### src/rtl/btn_conditioner.sv
// Per-channel button front end: two-flop synchroniser, stability-count debouncer, press/release strobes.
// Optional auto-repeat on held buttons is built when BTN_AUTOREPEAT_EN is defined.
module btn_conditioner #(
    parameter int unsigned NUM_BTN              = 3,
    parameter int unsigned DEBOUNCE_CYCLES      = 120000,
    parameter int unsigned REPEAT_DELAY_CYCLES  = 6000000,
    parameter int unsigned REPEAT_PERIOD_CYCLES = 1200000
) (
    input  logic               CLK,
    input  logic               RST,
    input  logic [NUM_BTN-1:0] btn_raw,
    output logic [NUM_BTN-1:0] btn_level,
    output logic [NUM_BTN-1:0] btn_press,
    output logic [NUM_BTN-1:0] btn_release
);

    localparam int unsigned    CNT_W   = $clog2(DEBOUNCE_CYCLES);
    localparam logic [CNT_W-1:0] CNT_MAX = CNT_W'(DEBOUNCE_CYCLES - 1);

    if (DEBOUNCE_CYCLES < 2 || REPEAT_DELAY_CYCLES < 1 || REPEAT_PERIOD_CYCLES < 1) begin : g_param_check
        $error("btn_conditioner: illegal parameter value");
    end

`ifdef BTN_AUTOREPEAT_EN
    localparam int unsigned RPT_MAX = (REPEAT_DELAY_CYCLES > REPEAT_PERIOD_CYCLES) ?
                                      REPEAT_DELAY_CYCLES : REPEAT_PERIOD_CYCLES;
    localparam int unsigned RPT_W   = (RPT_MAX > 1) ? $clog2(RPT_MAX) : 1;
    localparam logic [RPT_W-1:0] DELAY_LAST  = RPT_W'(REPEAT_DELAY_CYCLES - 1);
    localparam logic [RPT_W-1:0] PERIOD_LAST = RPT_W'(REPEAT_PERIOD_CYCLES - 1);

    typedef enum logic [1:0] {
        IDLE        = 2'd0,
        HELD_DELAY  = 2'd1,
        HELD_REPEAT = 2'd2
    } rpt_state_e;
`endif

    for (genvar i = 0; i < NUM_BTN; i++) begin : g_ch
        logic             sync1_q;
        logic             sync2_q;
        logic             level_q;
        logic             level_d;
        logic [CNT_W-1:0] cnt_q;
        logic [CNT_W-1:0] cnt_d;
        logic             press_q;
        logic             press_d;
        logic             release_q;
        logic             release_d;
        logic             rise;
        logic             fall;

        // Any cycle of agreement with the current level restarts the stability count.
        always_comb begin
            level_d = level_q;
            cnt_d   = '0;
            rise    = 1'b0;
            fall    = 1'b0;
            if (sync2_q != level_q) begin
                if (cnt_q == CNT_MAX) begin
                    level_d = sync2_q;
                    rise    = sync2_q;
                    fall    = ~sync2_q;
                end else begin
                    cnt_d = cnt_q + CNT_W'(1);
                end
            end
        end

`ifdef BTN_AUTOREPEAT_EN
        rpt_state_e       state_q;
        rpt_state_e       state_d;
        logic [RPT_W-1:0] rpt_cnt_q;
        logic [RPT_W-1:0] rpt_cnt_d;
        logic             rpt_fire;

        // Release is checked first so it always beats a coincident repeat strobe.
        always_comb begin
            state_d   = state_q;
            rpt_cnt_d = rpt_cnt_q;
            rpt_fire  = 1'b0;
            unique case (state_q)
                IDLE: begin
                    rpt_cnt_d = '0;
                    if (rise) begin
                        state_d = HELD_DELAY;
                    end
                end
                HELD_DELAY: begin
                    if (fall) begin
                        state_d   = IDLE;
                        rpt_cnt_d = '0;
                    end else if (rpt_cnt_q == DELAY_LAST) begin
                        state_d   = HELD_REPEAT;
                        rpt_cnt_d = '0;
                        rpt_fire  = 1'b1;
                    end else begin
                        rpt_cnt_d = rpt_cnt_q + RPT_W'(1);
                    end
                end
                HELD_REPEAT: begin
                    if (fall) begin
                        state_d   = IDLE;
                        rpt_cnt_d = '0;
                    end else if (rpt_cnt_q == PERIOD_LAST) begin
                        rpt_cnt_d = '0;
                        rpt_fire  = 1'b1;
                    end else begin
                        rpt_cnt_d = rpt_cnt_q + RPT_W'(1);
                    end
                end
                default: begin
                    state_d   = IDLE;
                    rpt_cnt_d = '0;
                end
            endcase
        end

        always_ff @(posedge CLK) begin
            if (RST) begin
                state_q   <= IDLE;
                rpt_cnt_q <= '0;
            end else begin
                state_q   <= state_d;
                rpt_cnt_q <= rpt_cnt_d;
            end
        end

        assign press_d = rise | rpt_fire;
`else
        assign press_d = rise;
`endif

        assign release_d = fall;

        always_ff @(posedge CLK) begin
            if (RST) begin
                sync1_q   <= 1'b0;
                sync2_q   <= 1'b0;
                level_q   <= 1'b0;
                cnt_q     <= '0;
                press_q   <= 1'b0;
                release_q <= 1'b0;
            end else begin
                sync1_q   <= btn_raw[i];
                sync2_q   <= sync1_q;
                level_q   <= level_d;
                cnt_q     <= cnt_d;
                press_q   <= press_d;
                release_q <= release_d;
            end
        end

        assign btn_level[i]   = level_q;
        assign btn_press[i]   = press_q;
        assign btn_release[i] = release_q;
    end

endmodule

### config.mk
export PLATFORM = sky130hd
export DESIGN_NAME = btn_conditioner
export DESIGN_NICKNAME = d
export VERILOG_FILES = /design/src/rtl/btn_conditioner.sv
export SDC_FILE = /design/constraint.sdc
export NUM_CORES = 1
export LEC_CHECK = 0
export BUFFER_PORTS_ARGS = -buffer_cell sky130_fd_sc_hd__buf_2
export CAP_MARGIN = 20
export CORE_UTILIZATION = 52
export CTS_CLUSTER_DIAMETER = 100
export DETAILED_ROUTE_END_ITERATION = 8
export GPL_TIMING_DRIVEN = 0
export PLACE_DENSITY_LB_ADDON = 0.12
export SLEW_MARGIN = 20
export SYNTH_ARGS = -nofsm -noshare
export SYNTH_HDL_FRONTEND = slang
export SYNTH_SLANG_ARGS = --single-unit
### constraint.sdc
create_clock -name CLK -period 3.1 [get_ports CLK]
set_clock_uncertainty 0.05 [all_clocks]
set_input_delay 0.155 -clock CLK [delete_from_list [all_inputs] [get_ports CLK]]
set_output_delay 0.155 -clock CLK [all_outputs]
set_load 0.02 [all_outputs]
==> impl_metrics.toml, run 1 <==
[setup_path]
slowest_stage = "o21ai_1"
cp_max_fo = 10
critPathKind = "reg -> reg"
r2r_end = "g_ch[0].cnt_q[3]$_SDFF_PP0_"
reg2reg_from = "g_ch[0].cnt_q[0]$_SDFF_PP0_"
worstPathArrival_ns = 2.33
worst_ep_required_time_ns = 3.26
cp-end-kind = "flip-flop"
critPathBufInv = 2
rrSetupSlack_ns = 0.93
path_cells = "ha_1 -> clkbuf_1 -> nand2_1 -> o21ai_1 -> buf_2 -> nor2_1"
critPathTopFamily = "buffers and inverters"
rr_worst_depth = 6
cp-start-kind = "flip-flop"
slowest_delay_ns = 0.52

[cts]
insertion_delay_ns = 0.33
cts_hold_buf = 3
cts_setup_buffers = 0
htreeDepth = 3
clockRootBuffer = "clkbuf_8"
ctsResizeCount = 0
numCtsBuffers = 9
clkSlewWorstSetupHoldPaths_ns = 0.07
cts_tree = "built"
clk_path_buf_depth = 2
clock_sinks = 66

[synth]
yosysSeqAreaShare_pct = 45.97
yosysWarnings = 0
synth-main-ff-cell = "dfxtp_1"
syn_inst = 318
synth_edf_count = 0
synth_area_mm2 = 0.002874
ys_types = 45
synth_seq_cells = 66
syn_area_per_cell_um2 = 9.038
syn-num-nets = 326
synthArstFlopShare_pct = 0

[timing]
fin_crit_ns = 2.167
rsz0062_at_grt = "no"
period_share_pct = 69.90
finalSetupViolations = 0
final_max_slew_viol_count = 0
max_freq_mhz = 461.5
tns_ns = 0
worst_pin_slew_ns = 0.5684
relSlewSlack_pct = 61.85
finalHoldViolCount = 0

[placed_design]
gp_congestion = 0.7633
portBuffers = 13
hpwl_um = 3421

[floorplan]
die_width_um = 76.35
core_mm2 = 0.005205
rows = 26
die-area_mm2 = 0.005829
die_h_um = 76.35
ios = 14
start_util_pct = 55.22

[global_route]
grt_max_degree = 11
track_usage_pct = 19.00
grt_pass1_wl_um = 8873
antenna_found_initial = 0
grt-ovfl-total = 0
grt_pass1_vias = 2027

[hold_path]
hold_class = "in -> reg"
whs_path_depth = 2
min_from = "RST"
min_to = "g_ch[2].sync2_q$_SDFF_PP0_"

[pwr]
seqPwrFrac_pct = 53.8
total_power_w = 0.001589
p_leak_nw = 1.058
p_per_area_mw_per_mm2 = 488.3
intPower_w = 0.001279
combinationalPowerShare_pct = 1.4
clkPwrFrac_pct = 44.7
sw_frac_of_total_pct = 19.55
ir_drop_v = 0.0003398
p_sw_w = 0.0003107

[status]
status = "completed"

[route]
drt-initial-drc-count = 46
wl_met3_um = 98
detail_route.wl_per_cell_um = 11.85
finalWirelength_um = 4977
route.met2.wl_um = 2359
top_layer = "met4"
vias = 2196
drcViolationCount = 0
ant_nets = 0
wl_met1_um = 2417
via_per_inst = 5.229
first_pass_iters = 5

[job]
cap_violations = 0

[finish]
diodes = 0
fill_cells = 483
nets = 353
drive_above_1_share_pct = 14.86
syn_to_final_growth_pct = 13.23
[how the worst max path moves through the flow]
| stage | slack, ns | to | start | cells after the start |
|---|---|---|---|---|
| after floorplan | 1.27 | g_ch[2].cnt_q[10]$_SDFF_PP0_ | g_ch[2].cnt_q[0]$_SDFF_PP0_ | 6 |
| after global placement | 1.0 | g_ch[0].cnt_q[3]$_SDFF_PP0_ | g_ch[0].cnt_q[0]$_SDFF_PP0_ | 6 |
| after detailed placement | 0.94 | g_ch[0].cnt_q[3]$_SDFF_PP0_ | g_ch[0].cnt_q[0]$_SDFF_PP0_ | 6 |
| after CTS | 0.91 | g_ch[0].cnt_q[3]$_SDFF_PP0_ | g_ch[0].cnt_q[0]$_SDFF_PP0_ | 6 |
| after global routing | 0.78 | g_ch[0].cnt_q[6]$_SDFF_PP0_ | g_ch[0].cnt_q[0]$_SDFF_PP0_ | 6 |
| final | 0.93 | g_ch[0].cnt_q[3]$_SDFF_PP0_ | g_ch[0].cnt_q[0]$_SDFF_PP0_ | 6 |
[cells by family after synthesis]
group / after synthesis / share of synthesized area, %
simple gates: 161 / 30.69
mux: 1 / 0.3483
flops: 66 / 45.97
xor+xnor: 39 / 11.88
fa+ha+maj: 3 / 1.306
compound gates: 23 / 4.833
buf+inv: 25 / 4.963
[power by group through the flow]
| stage | logic [W] | registers [W] | clock network, W |
|---|---|---|---|
| 3_3_place_gp | 0.0000198 | 0.000874 | 0 |
| 2_1_floorplan | 0.0000131 | 0.000874 | 0 |
| 5_1_grt | 0.0000254 | 0.000855 | 0.000778 |
| 6_report | 0.0000228 | 0.000856 | 0.000711 |
| 3_5_place_dp | 0.0000199 | 0.000875 | 0 |
| 4_1_cts | 0.0000229 | 0.000855 | 0.000734 |
[layer usage]
metal  GRT usage, %  vias up
met5              0        -
met4          10.38        0
met3          3.234       10
met2          30.90       16
met1          23.91     1022
li1               -     1148
[cell usage after synthesis, drive strengths merged, types with 3 or more instances]
cell | number | area share [%]
dfxtp | 66 | 46
nor2 | 50 | 6.5
xnor2 | 23 | 7.0
nand3 | 20 | 3.9
nand2 | 17 | 2.3
xor2 | 16 | 4.9
buf | 14 | 3.5
nand4 | 13 | 2.8
nor3 | 10 | 1.7
a21oi | 9 | 1.6
or4 | 9 | 2.6
nor4 | 8 | 2.0
o21ai | 7 | 1.3
and3 | 6 | 1.3
inv | 6 | 0.78
nor2b | 6 | 1.3
clkbuf | 5 | 0.65
o31ai | 5 | 1.3
or3 | 5 | 1.3
and4 | 3 | 0.91
ha | 3 | 1.3
or2 | 3 | 0.65
[final cells by class]
cell class                      instances  area, um^2  area share, %
Clock buffer                           14       162.7          4.998
Inverter                                6       22.52         0.6920
Sequential cell                        66        1321          40.60
Multi-Input combinational cell        227        1410          43.33
Clock inverter                          2       35.03          1.077
Timing Repair Buffer                   16       95.09          2.922
Buffer                                 19       120.1          3.691
Tap cell                               70       87.58          2.691
[state kept, by name (all words and copies together) (netlist names)]
signal          flops
g_ch.press_q        3
g_ch.release_q      3
g_ch.sync1_q        3
g_ch.sync2_q        3
g_ch.cnt_q         51
g_ch.level_q        3
[stage by stage]
stage / std cells / util (%) / setup WS [ns] / cell area [um^2] / hold WS (ns)
finish: 420 / 62.52 / 0.9330 / 3254 / 0.02888
global placement: 401 / 58.15 / 0.9966 / 3027 / 0.3140
detailed placement: 401 / 58.15 / 0.9385 / 3027 / 0.3318
CTS: 420 / 62.52 / 0.9136 / 3254 / 0.01443
global route: 420 / 62.52 / 0.7841 / 3254 / 0.03831
floorplan: 318 / - / 1.267 / 2874 / 0.1766
[layout by cell type (no fill, tap or decap), types with 7 or more instances in the layout]
| cell type | count |
|---|---|
| buf_4 | 10 |
| nand3_1 | 19 |
| nand2_1 | 16 |
| xor2_1 | 16 |
| dfxtp_1 | 66 |
| buf_2 | 16 |
| nor4_1 | 7 |
| clkbuf_1 | 8 |
| clkbuf_8 | 11 |
| nor2_1 | 50 |
| nand4_1 | 13 |
| xnor2_1 | 23 |
| nor3_1 | 10 |
| a21oi_1 | 9 |
| or4_1 | 7 |
(Power assumes the default switching activity.)
==> run 2: changes to the inputs <==
==> constraint.sdc (replaced) <==
create_clock -name CLK -period 2.2 [get_ports CLK]
set_clock_uncertainty 0.05 [all_clocks]
set_input_delay 0.11 -clock CLK [delete_from_list [all_inputs] [get_ports CLK]]
set_output_delay 0.11 -clock CLK [all_outputs]
set_load 0.02 [all_outputs]
==> run 2 against run 1 <==
Compared with the run above: utilization rose by 0.41 points; sequential power increased by 41%; power grew 41%; sequential share of layout area decreased by 0.26 points; first-iteration DRC count is 8.7% higher; largest cell class unchanged; critical endpoint is now g_ch[1].cnt_q[10]$_SDFF_PP0_; fmax increased by 8.4%; worst hold slack better by 0.36 ns; clock power rose by 41%; highest routed layer unchanged.
==> impl_metrics.toml, run 2 (synthesized netlist as in run 1, its figures left out) <==
[status]
status = "completed"

[finish]
seq_area_mm2 = 0.001321
diodes = 0
largest-register = "g_ch.cnt_q"
final_common_cell = "dfxtp_1"
multi_input_area_mm2 = 0.001421
nets = 354
drive_above_1_share_pct = 15.10
largest_register_ffs = 51
layout_common_cells = "dfxtp_1 (66), nor2_1 (50), xnor2_1 (23), nand3_1 (19)"
final_cells = 421
fill_cells = 482
syn_to_final_growth_pct = 13.97

[cts]
insertion_delay_ns = 0.33
clk_path_buf_depth = 2
numCtsBuffers = 9
htreeDepth = 3
clockRootBuffer = "clkbuf_8"
cts_tree = "built"
cts_setup_buffers = 0
clock_sinks = 66
clkSlewWorstSetupHoldPaths_ns = 0.07

[setup_path]
r2r_end = "g_ch[1].cnt_q[10]$_SDFF_PP0_"
slowest_delay_ns = 0.47
slowest_stage = "nor4_2"
critPathTopFamily = "simple AND/OR/NAND/NOR gates"
rr_worst_depth = 7
critPathKind = "reg -> reg"
cp-end-kind = "flip-flop"
rrSetupSlack_ns = 0.20
cp-start-kind = "flip-flop"
cp_max_fo = 10
worstPathArrival_ns = 2.18
worst_ep_required_time_ns = 2.38
critPathBufInv = 2
path_cells = "ha_1 -> nand4_1 -> nor4_2 -> nand2b_1 -> buf_2 -> buf_6 -> nor2_1"
reg2reg_from = "g_ch[1].cnt_q[0]$_SDFF_PP0_"

[global_route]
grt_max_degree = 11
antenna_found_initial = 0
grt_pass1_wl_um = 8901
grt_pass1_vias = 2039
grt-ovfl-total = 0
track_usage_pct = 19.05

[pwr]
sw_frac_of_total_pct = 19.58
clkPwrFrac_pct = 44.7
seqPwrFrac_pct = 53.8
p_per_area_mw_per_mm2 = 684.5
p_sw_w = 0.0004391
p_leak_nw = 1.064
combinationalPowerShare_pct = 1.5
intPower_w = 0.001803
ir_drop_v = 0.0004777

[route]
via_per_inst = 5.214
vias = 2195
drt-initial-drc-count = 50
first_pass_iters = 4
detail_route.wl_per_cell_um = 11.90
finalWirelength_um = 5008
drcViolationCount = 0
ant_nets = 0

[placed_design]
hpwl_um = 3421
gp_congestion = 0.7633
portBuffers = 13
placed_cells = 401

[timing]
relSlewSlack_pct = 70.61
tns_ns = 0
final_max_slew_viol_count = 0
rsz0062_at_grt = "no"
finalSetupViolations = 0
fin_crit_ns = 1.998
finalHoldViolCount = 0
worst_pin_slew_ns = 0.4372
max_freq_mhz = 500.4
period_share_pct = 90.84

[hold_path]
min_to = "g_ch[1].sync2_q$_SDFF_PP0_"
hold_class = "reg -> reg"
min_from = "g_ch[1].sync1_q$_SDFF_PP0_"
whs_path_depth = 1

[floorplan]
ios = 14
rows = 26
die_h_um = 76.35
core_mm2 = 0.005205
die-area_mm2 = 0.005829
start_util_pct = 55.22
die_width_um = 76.35

[job]
cap_violations = 0
## run 2: changes by cell type in the layout (fill, tap and decap cells not counted), sizes merged
cell | before | now
dlygate4sd3 | 3 | 4
## run 2: power by group through the flow
stage | clock network (W) | registers, W | logic [W]
after global routing | 0.00110 | 0.00121 | 0.0000380
after global placement | 0 | 0.00123 | 0.0000279
final | 0.00100 | 0.00121 | 0.0000338
after detailed placement | 0 | 0.00123 | 0.0000281
after floorplan | 0 | 0.00123 | 0.0000185
after CTS | 0.00103 | 0.00121 | 0.0000336
## run 2: repair_timing
item | CTS | global route
endpoints found under the hold margin | 4 | 0
hold buffers | 4 | 0
setup endpoints to repair | 0 | 15
gates resized for setup | 0 | 2
## run 2: routing by layer
layer  part of all wire (%)  GRT usage, %
met1                     49         23.91
met2                     48         31.08
met3                    1.8         3.234
met4                    1.7         10.38
met5                      0             0
## run 2: final cells by class
type / count / area share (%)
Clock inverter: 2 / 1.070
Inverter: 6 / 0.6875
Timing Repair Buffer: 17 / 3.209
Multi-Input combinational cell: 227 / 43.39
Tap cell: 70 / 2.674
Buffer: 19 / 3.667
Sequential cell: 66 / 40.34
Clock buffer: 14 / 4.966
## run 2: worst max path at each step
stage,from,end,depth (start not counted)
final,g_ch[1].cnt_q[0]$_SDFF_PP0_,g_ch[1].cnt_q[10]$_SDFF_PP0_,7
after global placement,g_ch[0].cnt_q[0]$_SDFF_PP0_,g_ch[0].cnt_q[3]$_SDFF_PP0_,6
after detailed placement,g_ch[0].cnt_q[0]$_SDFF_PP0_,g_ch[0].cnt_q[3]$_SDFF_PP0_,6
after global routing,g_ch[0].cnt_q[0]$_SDFF_PP0_,g_ch[0].cnt_q[6]$_SDFF_PP0_,6
after floorplan,g_ch[2].cnt_q[0]$_SDFF_PP0_,g_ch[2].cnt_q[9]$_SDFF_PP0_,6
after CTS,g_ch[0].cnt_q[0]$_SDFF_PP0_,g_ch[0].cnt_q[3]$_SDFF_PP0_,6
## run 2: stage by stage
stage	hold slack, ns	util (%)	total power, W	setup WS [ns]	instance area (um^2)
after floorplan	0.1316	-	0.001250	0.3674	2874
after global placement	0.2690	58.15	0.001260	0.09658	3027
after detailed placement	0.2868	58.15	0.001261	0.03849	3027
after CTS	0.3949	62.72	0.002274	0.01365	3264
after global routing	0.4129	62.93	0.002339	0.04979	3276
final	0.3911	62.93	0.002242	0.2015	3276
## run 2: worst register-to-register path, stage by stage, from the launching register on
cell and delay, ns:
dfxtp_1 0.36, ha_1 0.27, nand4_1 0.19, nor4_2 0.47
nand2b_1 0.16, buf_2 0.17, buf_6 0.16, nor2_1 0.05
==> run 3: changes to the inputs <==
--- a/config.mk
+++ b/config.mk
@@ -5,8 +5,9 @@
 export SDC_FILE = /design/constraint.sdc
 export NUM_CORES = 1
 export LEC_CHECK = 0
-export BUFFER_PORTS_ARGS = -buffer_cell sky130_fd_sc_hd__buf_2
+export BUFFER_PORTS_ARGS = -buffer_cell sky130_fd_sc_hd__clkbuf_2
 export CAP_MARGIN = 20
+export CORE_ASPECT_RATIO = 0.75
 export CORE_UTILIZATION = 52
 export CTS_CLUSTER_DIAMETER = 100
 export DETAILED_ROUTE_END_ITERATION = 8
==> run 3 against run 2 <==
Compared with the run above: design area rose by 0.42%; die area hardly changed; routed wire length rose by 3.8%; register-to-register slack worse by 0.06 ns; sequential share of layout area decreased by 0.17 points; global-route usage is 0.60 points higher; first-iteration DRC count grew 70%; non-clock buffer count decreased by 2; clock-buffer cell count shrank 3; largest power group unchanged.
==> impl_metrics.toml, run 3 (synthesized netlist as in run 1, its figures left out) <==
[setup_path]
cp-end-kind = "flip-flop"
critPathKind = "reg -> reg"
rr_worst_depth = 7
path_cells = "ha_1 -> nand4_1 -> nor4_2 -> nand2b_1 -> buf_2 -> buf_6 -> nor2_1"
slowest_delay_ns = 0.47
cp_max_fo = 10
worstPathArrival_ns = 2.25
cp-start-kind = "flip-flop"
crit_cells = 7
worst_ep_required_time_ns = 2.39
slowest_stage = "nor4_2"
critPathBufInv = 2
critPathTopFamily = "simple AND/OR/NAND/NOR gates"

[cts]
htreeDepth = 3
clkSlewWorstSetupHoldPaths_ns = 0.07
numCtsBuffers = 9
clockRootBuffer = "clkbuf_8"
clock_sinks = 66
clk_path_buf_depth = 2
cts_setup_buffers = 0
insertion_delay_ns = 0.34
cts_tree = "built"

[global_route]
grt-ovfl-total = 0
antenna_found_initial = 0
track_usage_pct = 19.65
grt_pass1_vias = 1863
grt_max_degree = 12
grt_pass1_wl_um = 8638

[floorplan]
die-area_mm2 = 0.005832
core_mm2 = 0.005324
rows = 23
start_util_pct = 53.98
ios = 14
die_h_um = 66.39
die_width_um = 87.85

[timing]
rsz0062_at_grt = "no"
worst_pin_slew_ns = 0.4475
final_max_slew_viol_count = 0
worst_slack_ns = 0.1396
relSlewSlack_pct = 70.17
finalSetupViolations = 0
fin_crit_ns = 2.060
period_share_pct = 93.66
max_freq_mhz = 485.3
finalHoldViolCount = 0
tns_ns = 0

[pwr]
p_per_area_mw_per_mm2 = 715.9
ir_drop_v = 0.0004921
p_leak_nw = 1.059

[route]
ant_nets = 0
via_per_inst = 5.101
drcViolationCount = 0
first_pass_iters = 4
drt-initial-drc-count = 85
finalWirelength_um = 5197
detail_route.wl_per_cell_um = 12.26
vias = 2163

[finish]
fill_cells = 465
largest_register_ffs = 51
drive_above_1_share_pct = 15.76
diodes = 0
nets = 352
syn_to_final_growth_pct = 14.45
largest-register = "g_ch.cnt_q"
layout_common_cells = "dfxtp_1 (66), nor2_1 (50), xnor2_1 (23), nand3_1 (19)"
final_common_cell = "dfxtp_1"

[placed_design]
hpwl_um = 3584
portBuffers = 13
post-place-ws_ns = 0.08646
gp_congestion = 0.7980

[hold_path]
hold_class = "in -> reg"
whs_path_depth = 2

[status]
status = "completed"

[job]
cap_violations = 0
run 3: changes by cell type in the layout (fill, tap and decap cells not counted), sizes merged:
cell and change:
bufinv +1, clkinv +1, buf -13, clkinvlp +1, dlygate4sd3 -1, clkbuf +9
run 3: metrics by stage:
step / hold slack [ns] / utilization [%] / power [W] / instances / instance area, um^2
floorplan: 0.1316 / - / 0.001250 / 318 / 2874
global placement: 0.2749 / 56.97 / 0.001262 / 406 / 3033
detailed placement: 0.2763 / 56.97 / 0.001262 / 406 / 3033
CTS: 0.01490 / 61.65 / 0.002382 / 425 / 3282
global route: 0.01538 / 61.79 / 0.002444 / 424 / 3289
finish: 0.01987 / 61.79 / 0.002355 / 424 / 3289
run 3: final timing paths:
check | start | endpoint | slack [ns]
worst max register to register | g_ch[1].cnt_q[0]$_SDFF_PP0_ | g_ch[1].cnt_q[10]$_SDFF_PP0_ | 0.14
worst max-delay path | g_ch[1].cnt_q[0]$_SDFF_PP0_ | g_ch[1].cnt_q[10]$_SDFF_PP0_ | 0.14
worst min register to register | g_ch[0].sync1_q$_SDFF_PP0_ | g_ch[0].sync2_q$_SDFF_PP0_ | 0.39
worst min-delay path | RST | g_ch[2].sync2_q$_SDFF_PP0_ | 0.02
run 3: timing repair:
item                                   CTS  global route
endpoints found under the hold margin    3             0
setup endpoints to repair                0            20
gates resized for setup                  0             2
hold buffers                             3             0
run 3: metal layers:
metal / GRT usage, % / vias to the layer above / wire (um)
met1: 27.28 / 980 / 2828
met3: 5.993 / 8 / 168
met5: 0 / - / 0
met4: 7.992 / 0 / 74
li1: - / 1151 / -
met2: 28.00 / 24 / 2125
run 3: cell type report:
type	count	area, um^2	share of cell area, %
well taps	75	93.84	2.853
inverters	6	22.52	0.6847
repair buffers	16	95.09	2.891
clock buffers	11	141.4	4.298
clock inverters	5	77.57	2.358
plain buffers	18	116.4	3.537
multi-input cells	227	1421	43.21
flip-flops and latches	66	1321	40.17
run 3: power by group:
group | switching, W | internal [W]
combinational | 0.0000191 | 0.0000151
clock | 0.000450 | 0.000665
sequential | 0.00000416 | 0.00120
total | 0.000474 | 0.00188
run 3: worst reg2reg max path: stages (launching register included):
cell      delay, ns
dfxtp_1        0.36
ha_1           0.28
nand4_1        0.22
nor4_2         0.47
nand2b_1       0.17
buf_2          0.20
buf_6          0.17
nor2_1         0.05
